==> src/rtl/alu_issue_dec.sv <==
// alu_issue_dec: RV32I decode-and-issue stage feeding the 32-bit ALU.
// Decodes one instruction per cycle into an ALU operator and two operands,
// presented through a two-entry skid buffer (main + skid register) so that
// in_ready can be registered without losing throughput.
// Optional feature macro: ALU_DEC_BRANCH_EN (decode BRANCH opcodes; when
// undefined, branches are reported as illegal).
module alu_issue_dec #(
  parameter int D_WIDTH = 32,
  parameter int OP_W    = 4
) (
  input  logic               clk,
  input  logic               rst_n,
  input  logic               flush,
  input  logic               in_valid,
  output logic               in_ready,
  input  logic [31:0]        in_instr,
  input  logic [D_WIDTH-1:0] in_pc,
  input  logic [D_WIDTH-1:0] in_rs1_val,
  input  logic [D_WIDTH-1:0] in_rs2_val,
  output logic               out_valid,
  input  logic               out_ready,
  output logic [OP_W-1:0]    out_op,
  output logic [D_WIDTH-1:0] out_a,
  output logic [D_WIDTH-1:0] out_b,
  output logic [4:0]         out_rd,
  output logic               out_wb_en,
  output logic               out_illegal
);

  localparam logic [OP_W-1:0] OP_ADD  = OP_W'(0);
  localparam logic [OP_W-1:0] OP_SUB  = OP_W'(1);
  localparam logic [OP_W-1:0] OP_SLL  = OP_W'(2);
  localparam logic [OP_W-1:0] OP_SLT  = OP_W'(3);
  localparam logic [OP_W-1:0] OP_SLTU = OP_W'(4);
  localparam logic [OP_W-1:0] OP_XOR  = OP_W'(5);
  localparam logic [OP_W-1:0] OP_SRL  = OP_W'(6);
  localparam logic [OP_W-1:0] OP_SRA  = OP_W'(7);
  localparam logic [OP_W-1:0] OP_OR   = OP_W'(8);
  localparam logic [OP_W-1:0] OP_AND  = OP_W'(9);

  localparam logic [6:0] OPC_R      = 7'b0110011;
  localparam logic [6:0] OPC_I      = 7'b0010011;
  localparam logic [6:0] OPC_LUI    = 7'b0110111;
  localparam logic [6:0] OPC_AUIPC  = 7'b0010111;
  localparam logic [6:0] OPC_LOAD   = 7'b0000011;
  localparam logic [6:0] OPC_STORE  = 7'b0100011;
  localparam logic [6:0] OPC_JAL    = 7'b1101111;
  localparam logic [6:0] OPC_JALR   = 7'b1100111;
  localparam logic [6:0] OPC_BRANCH = 7'b1100011;

  localparam logic [6:0] F7_BASE = 7'b0000000;
  localparam logic [6:0] F7_ALT  = 7'b0100000;

  typedef struct packed {
    logic [OP_W-1:0]    op;
    logic [D_WIDTH-1:0] a;
    logic [D_WIDTH-1:0] b;
    logic [4:0]         rd;
    logic               wb_en;
    logic               illegal;
  } entry_t;

  logic [6:0] opcode;
  logic [2:0] funct3;
  logic [6:0] funct7;
  logic [4:0] rd_idx;
  logic       unused_rs1_idx;

  assign opcode         = in_instr[6:0];
  assign rd_idx         = in_instr[11:7];
  assign funct3         = in_instr[14:12];
  assign funct7         = in_instr[31:25];
  assign unused_rs1_idx = ^in_instr[19:15];

  entry_t dec;

  entry_t main_q;
  entry_t skid_q;
  logic   main_valid_q;
  logic   skid_valid_q;
  logic   in_ready_q;

  // Combinational decode of the presented instruction into an ALU entry.
  always_comb begin
    dec         = '0;
    dec.rd      = rd_idx;
    dec.op      = OP_ADD;
    dec.wb_en   = 1'b1;
    dec.illegal = 1'b0;
    case (opcode)
      OPC_R: begin
        dec.a = in_rs1_val;
        dec.b = in_rs2_val;
        if (funct7 == F7_BASE) begin
          case (funct3)
            3'b000:  dec.op = OP_ADD;
            3'b001:  dec.op = OP_SLL;
            3'b010:  dec.op = OP_SLT;
            3'b011:  dec.op = OP_SLTU;
            3'b100:  dec.op = OP_XOR;
            3'b101:  dec.op = OP_SRL;
            3'b110:  dec.op = OP_OR;
            default: dec.op = OP_AND;
          endcase
        end else if (funct7 == F7_ALT && funct3 == 3'b000) begin
          dec.op = OP_SUB;
        end else if (funct7 == F7_ALT && funct3 == 3'b101) begin
          dec.op = OP_SRA;
        end else begin
          dec.illegal = 1'b1;
        end
        if (funct3 == 3'b001 || funct3 == 3'b101) begin
          dec.b = D_WIDTH'(in_rs2_val[4:0]);
        end
      end
      OPC_I: begin
        dec.a = in_rs1_val;
        dec.b = D_WIDTH'($signed(in_instr[31:20]));
        case (funct3)
          3'b000: dec.op = OP_ADD;
          3'b010: dec.op = OP_SLT;
          3'b011: dec.op = OP_SLTU;
          3'b100: dec.op = OP_XOR;
          3'b110: dec.op = OP_OR;
          3'b111: dec.op = OP_AND;
          3'b001: begin
            dec.op      = OP_SLL;
            dec.b       = D_WIDTH'(in_instr[24:20]);
            dec.illegal = (funct7 != F7_BASE);
          end
          default: begin
            dec.op      = (funct7 == F7_ALT) ? OP_SRA : OP_SRL;
            dec.b       = D_WIDTH'(in_instr[24:20]);
            dec.illegal = (funct7 != F7_BASE) && (funct7 != F7_ALT);
          end
        endcase
      end
      OPC_LUI: begin
        dec.a = '0;
        dec.b = D_WIDTH'($signed({in_instr[31:12], 12'b0}));
      end
      OPC_AUIPC: begin
        dec.a = in_pc;
        dec.b = D_WIDTH'($signed({in_instr[31:12], 12'b0}));
      end
      OPC_LOAD: begin
        dec.a = in_rs1_val;
        dec.b = D_WIDTH'($signed(in_instr[31:20]));
      end
      OPC_STORE: begin
        dec.a     = in_rs1_val;
        dec.b     = D_WIDTH'($signed({in_instr[31:25], in_instr[11:7]}));
        dec.wb_en = 1'b0;
      end
      OPC_JAL, OPC_JALR: begin
        dec.a = in_pc;
        dec.b = D_WIDTH'(4);
      end
`ifdef ALU_DEC_BRANCH_EN
      OPC_BRANCH: begin
        dec.a     = in_rs1_val;
        dec.b     = in_rs2_val;
        dec.wb_en = 1'b0;
        case (funct3)
          3'b000, 3'b001: dec.op = OP_SUB;
          3'b100, 3'b101: dec.op = OP_SLT;
          3'b110, 3'b111: dec.op = OP_SLTU;
          default:        dec.illegal = 1'b1;
        endcase
      end
`else
      OPC_BRANCH: begin
        dec.illegal = 1'b1;
      end
`endif
      default: begin
        dec.illegal = 1'b1;
      end
    endcase
    if (dec.illegal) begin
      dec.op    = OP_ADD;
      dec.a     = '0;
      dec.b     = '0;
      dec.wb_en = 1'b0;
    end
    if (rd_idx == 5'd0) begin
      dec.wb_en = 1'b0;
    end
  end

  // Skid buffer: main register drives the outputs, skid catches one entry
  // accepted while main is stalled; in_ready is the registered skid-empty flag.
  always_ff @(posedge clk or negedge rst_n) begin
    if (!rst_n) begin
      main_q       <= '0;
      skid_q       <= '0;
      main_valid_q <= 1'b0;
      skid_valid_q <= 1'b0;
      in_ready_q   <= 1'b1;
    end else if (flush) begin
      main_q       <= '0;
      skid_q       <= '0;
      main_valid_q <= 1'b0;
      skid_valid_q <= 1'b0;
      in_ready_q   <= 1'b1;
    end else if (!main_valid_q || out_ready) begin
      if (skid_valid_q) begin
        main_q       <= skid_q;
        main_valid_q <= 1'b1;
        skid_valid_q <= 1'b0;
        in_ready_q   <= 1'b1;
      end else if (in_valid && in_ready_q) begin
        main_q       <= dec;
        main_valid_q <= 1'b1;
      end else begin
        main_valid_q <= 1'b0;
      end
    end else if (in_valid && in_ready_q) begin
      skid_q       <= dec;
      skid_valid_q <= 1'b1;
      in_ready_q   <= 1'b0;
    end
  end

  assign in_ready    = in_ready_q;
  assign out_valid   = main_valid_q;
  assign out_op      = main_q.op;
  assign out_a       = main_q.a;
  assign out_b       = main_q.b;
  assign out_rd      = main_q.rd;
  assign out_wb_en   = main_q.wb_en;
  assign out_illegal = main_q.illegal;

endmodule

==> config.mk <==
export PLATFORM = sky130hd
export DESIGN_NAME = alu_issue_dec
export DESIGN_NICKNAME = d
export VERILOG_FILES = /design/src/rtl/alu_issue_dec.sv
export SDC_FILE = /design/constraint.sdc
export NUM_CORES = 1
export LEC_CHECK = 0
export CAP_MARGIN = 20
export CORE_ASPECT_RATIO = 0.7
export CORE_UTILIZATION = 35
export CTS_BUF_LIST = sky130_fd_sc_hd__clkbuf_8
export DETAILED_ROUTE_END_ITERATION = 12
export GPL_ROUTABILITY_DRIVEN = 1
export PLACE_DENSITY_LB_ADDON = 0.15
export SLEW_MARGIN = 20
export SYNTH_ARGS = -nofsm -noshare
export SYNTH_HDL_FRONTEND = slang
export SYNTH_SLANG_ARGS = --single-unit
==> constraint.sdc <==
create_clock -name clk -period 6.2 [get_ports clk]
set_input_delay 1.24 -clock clk [delete_from_list [all_inputs] [get_ports clk]]
set_output_delay 1.24 -clock clk [all_outputs]
set_load 0.05 [all_outputs]
==> results of run 1 <==
-- placed cells by master (no fill, tap or decap), drive strengths merged, types with 2 or more instances in the layout --
master and instances:
nand2b 5, nor2b 3, dfrtp 152, a22oi 81
nor3 7, a221oi 20, o21ai 110, or4 2
a21oi 7, o211ai 4, nand4 2, inv 5
clkbuf 19, buf 11, nor4b 2, clkdlybuf4s50 208
o22ai 2, o31ai 8, mux2i 10, o21a 3
and3 2, bufinv 3, clkinvlp 4, o32ai 2
nand2 65, a21o 13, a32oi 2, nand3 5
nor2 17, a31oi 2, and2 4, a22o 48
-- Yosys cell counts, types with 4 or more instances --
cell	instances	area (um^2)
nor3_1	4	20.0
o211ai_1	4	30.0
a22oi_1	81	608
o31ai_1	8	60.1
buf_6	4	45.0
o21ai_2	10	87.6
a21oi_1	7	35.0
o21ai_1	46	230
clkbuf_1	42	158
buf_2	4	20.0
a21o_1	13	97.6
nand2_1	65	244
nand2b_1	5	31.3
buf_1	5	18.8
mux2i_1	10	100
nor2_1	17	63.8
a22o_1	48	420
and2_1	4	25.0
a221oi_1	20	175
dfrtp_1	152	3800
o21ai_0	54	270
-- logic make-up (layout without fill, tap and decap cells) --
family,Yosys count,count (layout),share of synthesized area (%)
muxes,11,11,1.60
buffers and inverters,59,250,3.80
AOI/OAI and AO/OA,306,306,30.9
DFF,153,153,55.1
xor gates and xnor gates,1,1,0.126
and+or+nand+nor,120,120,8.47
-- final timing paths --
check / from / end / slack [ps] / cells past startpoint
setup reg to reg: skid_valid_q / out_b[6] / 3300 / 6
hold reg to reg: skid_q[57] / skid_q[57] / 480 / 2
max in group asynchronous: rst_n / out_b[11] / 3950 / 2
hold / removal: skid_q[57] / skid_q[57] / 480 / 2
setup / recovery: in_instr[4] / skid_q[40] / 2360 / 6
min in group asynchronous: rst_n / skid_q[63] / 830 / 1
-- sequential cells by signal, indices dropped and copies added (netlist names) --
| name | cells |
|---|---|
| out_b | 32 |
| out_illegal | 1 |
| out_wb_en | 1 |
| out_op | 4 |
| out_rd | 5 |
| skid_q | 75 |
| out_valid | 1 |
| in_ready | 1 |
| out_a | 32 |
| skid_valid_q | 1 |
-- final cells by class --
class                           count  area, um^2  share of cell area, %
Clock inverter                     10         131                   1.36
Multi-Input combinational cell    438        2910                   30.0
Inverter                            2        7.51                 0.0774
Clock buffer                       19         262                   2.70
Sequential cell                   153        3830                   39.5
Tap cell                          264         330                   3.41
Timing Repair Buffer              219        2220                   22.9
-- per-layer routing --
metal	global-route usage (%)	vias to the layer above	routed length, um
li1	-	2828	-
met4	5.57	0	265
met3	5.31	25	1480
met1	31.7	3038	10400
met5	0	-	0
met2	32.2	241	9580
-- metrics by stage --
stage	instance area [um^2]	utilization, %
2_1_floorplan	6960	-
3_3_place_gp	9220	48.1
3_5_place_dp	9300	48.5
4_1_cts	9690	50.5
5_1_grt	9690	50.5
6_report	9690	50.5
-- power by group --
part           leakage (nW)  internal, W  switching [W]
registers              2.13      0.00100     0.00000481
clock network         0.196     0.000408       0.000357
logic                  1.62     0.000102       0.000124
-- worst register-to-register path, cell delays in order (launching register included) --
cell and delay [ps]:
dfrtp_1 610, a21oi_1 400, nor2_1 120, nor2_4 750
buf_4 620, a22oi_1 190, o31ai_1 110
==> metrics.yaml, run 1 <==
cts_tree: "yes"
cts_buffer_depth: 2
path_max_fanout: 12
clk_pin_slew_ps: 80
finalHoldViolCount: 0
drc: 0
cts-resized-gates: 0
status: "complete, no violations"
nets: 964
powerDensity_mw_per_mm2: 206
crit_required_ps: 6580
ys_types: 50
min_period_over_period_pct: 62.0
fmax_ghz: 0.260
grt_max_degree: 86
synthCells: 650
antenna_found_initial: 0
wire_per_inst_um: 19.7
finalWirelength_um: 21700
cp-start-kind: "primary input"
fillers: 1743
dieArea_mm2: 0.0204
dp_hpwl_um: 15200
ys_ff_latch: 153
hold_ws_ps: 482
fp-row-count: 42
syn_to_final_growth_pct: 39.4
ant_nets: 0
portBuffers: 209
ir_worst_vdd_mv: 0.122
fin_crit_ps: 3840
cap_viol_max_count: 0
cp-end-kind: "flop"
async_reset_ff_share_pct: 100
core_area_mm2: 0.0192
skew_ps: 10.2
avgViaCountPerCell: 5.55
grt_pass1_vias: 6126
maxSlewViolCount: 0
power_w: 0.00200
cellLeakagePower_nw: 3.94
clkLatencyLatePin_ps: 450
track_usage_pct: 21.8
netlist_area_mm2: 0.00696
initial_core_util_pct: 36.3
yosysSeqAreaShare_pct: 55.1
arrival_ps: 4230
synth.net_count: 783
drive_gt1_share_pct: 7.97
final-instance-count-excl-fill: 1105
clock-sinks: 153
critical-path-top-delay-family: "simple AND/OR/NAND/NOR gates"
cts-buffers-inserted: 17
place_inst: 1076
routed-via-count: 6132
grt_setup_unrepaired: "false"
postCtsSetupBuffers: 0
timing.final.ws_setup_ps: 2360
syn_area_per_cell_um2: 10.7
die_y_um: 120
tightest_slew_ps: 970
crit_type: "in2reg"
dp_slack_ps: 1520
synth_warnings: 0
grt-ovfl-total: 0
max-slew-margin-rel_pct: 35.2
cp_slowest_cell: "clkdlybuf4s50_1"
first_iter_violations: 530
setup_viol: 0
die_w_um: 170
clockRootBuffer: "clkbuf_8"
synth-edff-count: 0
hp-class: "reg2reg"
fin_setup_tns_ps: 0
num_io_pins: 210
ctsHtreeMaxLevel: 4
ys.flop_type: "dfrtp_1"
first_pass_iters: 5
diodes: 0
cts_hold_buffers: 0
slowest_delay_ps: 800
path_buf_inv: 2
place_congestion: 0.823
worstPathCellList: "clkdlybuf4s50_1 > nor4b_4 > buf_4 > o32ai_1 > nor3_2 > a22o_1"
grt_pass1_wl_um: 33900
No activity file was read; power rests on OpenSTA's default activity.
==> run 2, diff against run 1 <==
- clock period: 6.2 -> 3.11 ns (I/O delays scaled with it)
==> run 2 against run 1 <==
- global-route usage grew 0.39 points
- via count rose by 1.4%
- highest routed layer unchanged
- critical endpoint is now out_a[24]
- clock power grew 120%
==> metrics.yaml, run 2 (synthesized netlist as in run 1, its figures left out) <==
status: "complete, no violations"
final_cell_mix: "clkdlybuf4s50_1 (208), dfrtp_1 (152), a22oi_1 (81)"
grt_pass1_wl_um: 34600  # +2.1%
clkLatencyLatePin_ps: 450  # about the same
ant_nets: 0  # unchanged
cts_buffer_depth: 2  # unchanged
drc: 0  # unchanged
grt_max_degree: 99  # +15%
r2r_cells: 6  # unchanged
dp_hpwl_um: 15300  # +0.56%
core_area_mm2: 0.0192  # unchanged
timing.final.ws_setup_ps: 508  # -1850 ps
wire_per_inst_um: 19.5  # -0.61%
cts-resized-gates: 0  # unchanged
setup_viol: 0  # unchanged
first_pass_iters: 5  # unchanged
fin_crit_ps: 2600
regArea_mm2: 0.00383  # unchanged
dieArea_mm2: 0.0204  # unchanged
ir_worst_vdd_mv: 0.214  # +75%
slowest_delay_ps: 590  # -210 ps
dpl_cell_area_mm2: 0.00940  # +1.1%
diodes: 0  # unchanged
portBuffers: 209  # unchanged
postCtsSetupBuffers: 0  # unchanged
die_y_um: 120  # unchanged
crit_required_ps: 3500  # -3080 ps
nets: 976  # +1.2%
tightest_slew_ps: 904  # -65.5 ps
final_cell_area_mm2: 0.00985  # +1.6%
fmax_ghz: 0.384
dp_slack_ps: 66.8  # -1450 ps
die_w_um: 170  # unchanged
cap_viol_max_count: 0  # unchanged
top_register: "skid_q"
maxSlewViolCount: 0  # unchanged
initial_core_util_pct: 36.3  # unchanged
antenna_found_initial: 0  # unchanged
cp-start-kind: "primary input"
path_buf_inv: 2  # unchanged
final_common_cell: "clkdlybuf4s50_1"
skew_ps: 6.66  # -3.53 ps
cp_slowest_cell: "clkdlybuf4s50_1"
path_max_fanout: 43  # +31
cts_tree: "yes"
clockRootBuffer: "clkbuf_8"
syn_to_final_growth_pct: 41.6
place_congestion: 0.853  # +3.7%
min_period_over_period_pct: 83.7
hold_ws_ps: 182  # -300 ps
worst-path-stages: 7  # +1
cellLeakagePower_nw: 4.03  # +2.2%
ctsHtreeMaxLevel: 4  # unchanged
clk_pin_slew_ps: 90  # about the same
multi_input_area_mm2: 0.00291  # -0.21%
fin_setup_tns_ps: 0  # unchanged
finalWirelength_um: 21900  # +0.74%
worstPathCellList: "clkdlybuf4s50_1 > a21oi_1 > nor3_1 > and2_2 > buf_4 > a22o_1 > a21o_1"
finalHoldViolCount: 0  # unchanged
max-slew-margin-rel_pct: 39.7  # +4.5 points
cp-end-kind: "flop"
cts-buffers-inserted: 17  # unchanged
cts_hold_buffers: 0  # unchanged
grt_setup_unrepaired: "false"
grt-ovfl-total: 0  # unchanged
final_util_pct: 51.3  # +0.80 points
crit_type: "in2reg"
fillers: 1714  # -1.7%
first_iter_violations: 495  # -6.6%
largest_register_ffs: 75  # unchanged
arrival_ps: 2990  # -1240 ps
critical-path-top-delay-family: "buffers and inverters"
drive_gt1_share_pct: 9.70  # +1.7 points
clock-sinks: 153  # unchanged
avgViaCountPerCell: 5.55  # about the same
fp-row-count: 42  # unchanged
hp-class: "in2async"
track_usage_pct: 22.2  # +0.39 points
routed-via-count: 6219  # +1.4%
num_io_pins: 210  # unchanged
powerDensity_mw_per_mm2: 423  # +110%
grt_pass1_vias: 6256  # +2.1%
run 2: final timing paths:
kind / startpoint / to / slack [ps]
max in group asynchronous: rst_n / out_rd[0] / 2310
setup / recovery: in_valid / out_a[24] / 510
hold reg to reg: skid_q[43] / skid_q[43] / 490
hold / removal: rst_n / skid_q[65] / 180
min in group clk: skid_q[43] / skid_q[43] / 490
setup reg to reg: in_ready / out_a[24] / 700
run 2: routing by layer:
layer | wire length (um) | global-route usage, % | up-vias
li1 | - | - | 2864
met1 | 10100 | 31.4 | 3082
met2 | 9840 | 33.6 | 247
met3 | 1590 | 5.41 | 26
met4 | 353 | 6.42 | 0
met5 | 0 | 0 | -
run 2: layout make-up:
cell class / count / share of cell area [%]
Clock buffer: 19 / 2.66
Clock inverter: 13 / 1.94
Inverter: 2 / 0.0762
Multi-Input combinational cell: 438 / 29.5
Sequential cell: 153 / 38.9
Tap cell: 264 / 3.35
Timing Repair Buffer: 231 / 23.6
run 2: worst register-to-register path: cells and delay by family (launching register included):
family,cells,cell delay (ps)
AO/OA/AOI/OAI,3,480
buffers and inverters,1,440
flip-flops,1,610
AND/OR/NAND/NOR,2,840
run 2: metrics by stage:
stage / total power (W) / std cells
after floorplan: 0.00220 / 650
after detailed placement: 0.00251 / 1088
after global placement: 0.00250 / 1088
after global routing: 0.00433 / 1120
after CTS: 0.00421 / 1120
final: 0.00417 / 1120
run 2: where the power goes:
group / internal [W] / switching, W / total (W)
combinational: 0.000214 / 0.000247 / 0.000460
sequential: 0.00200 / 0.00000777 / 0.00201
clock: 0.000924 / 0.000775 / 0.00170
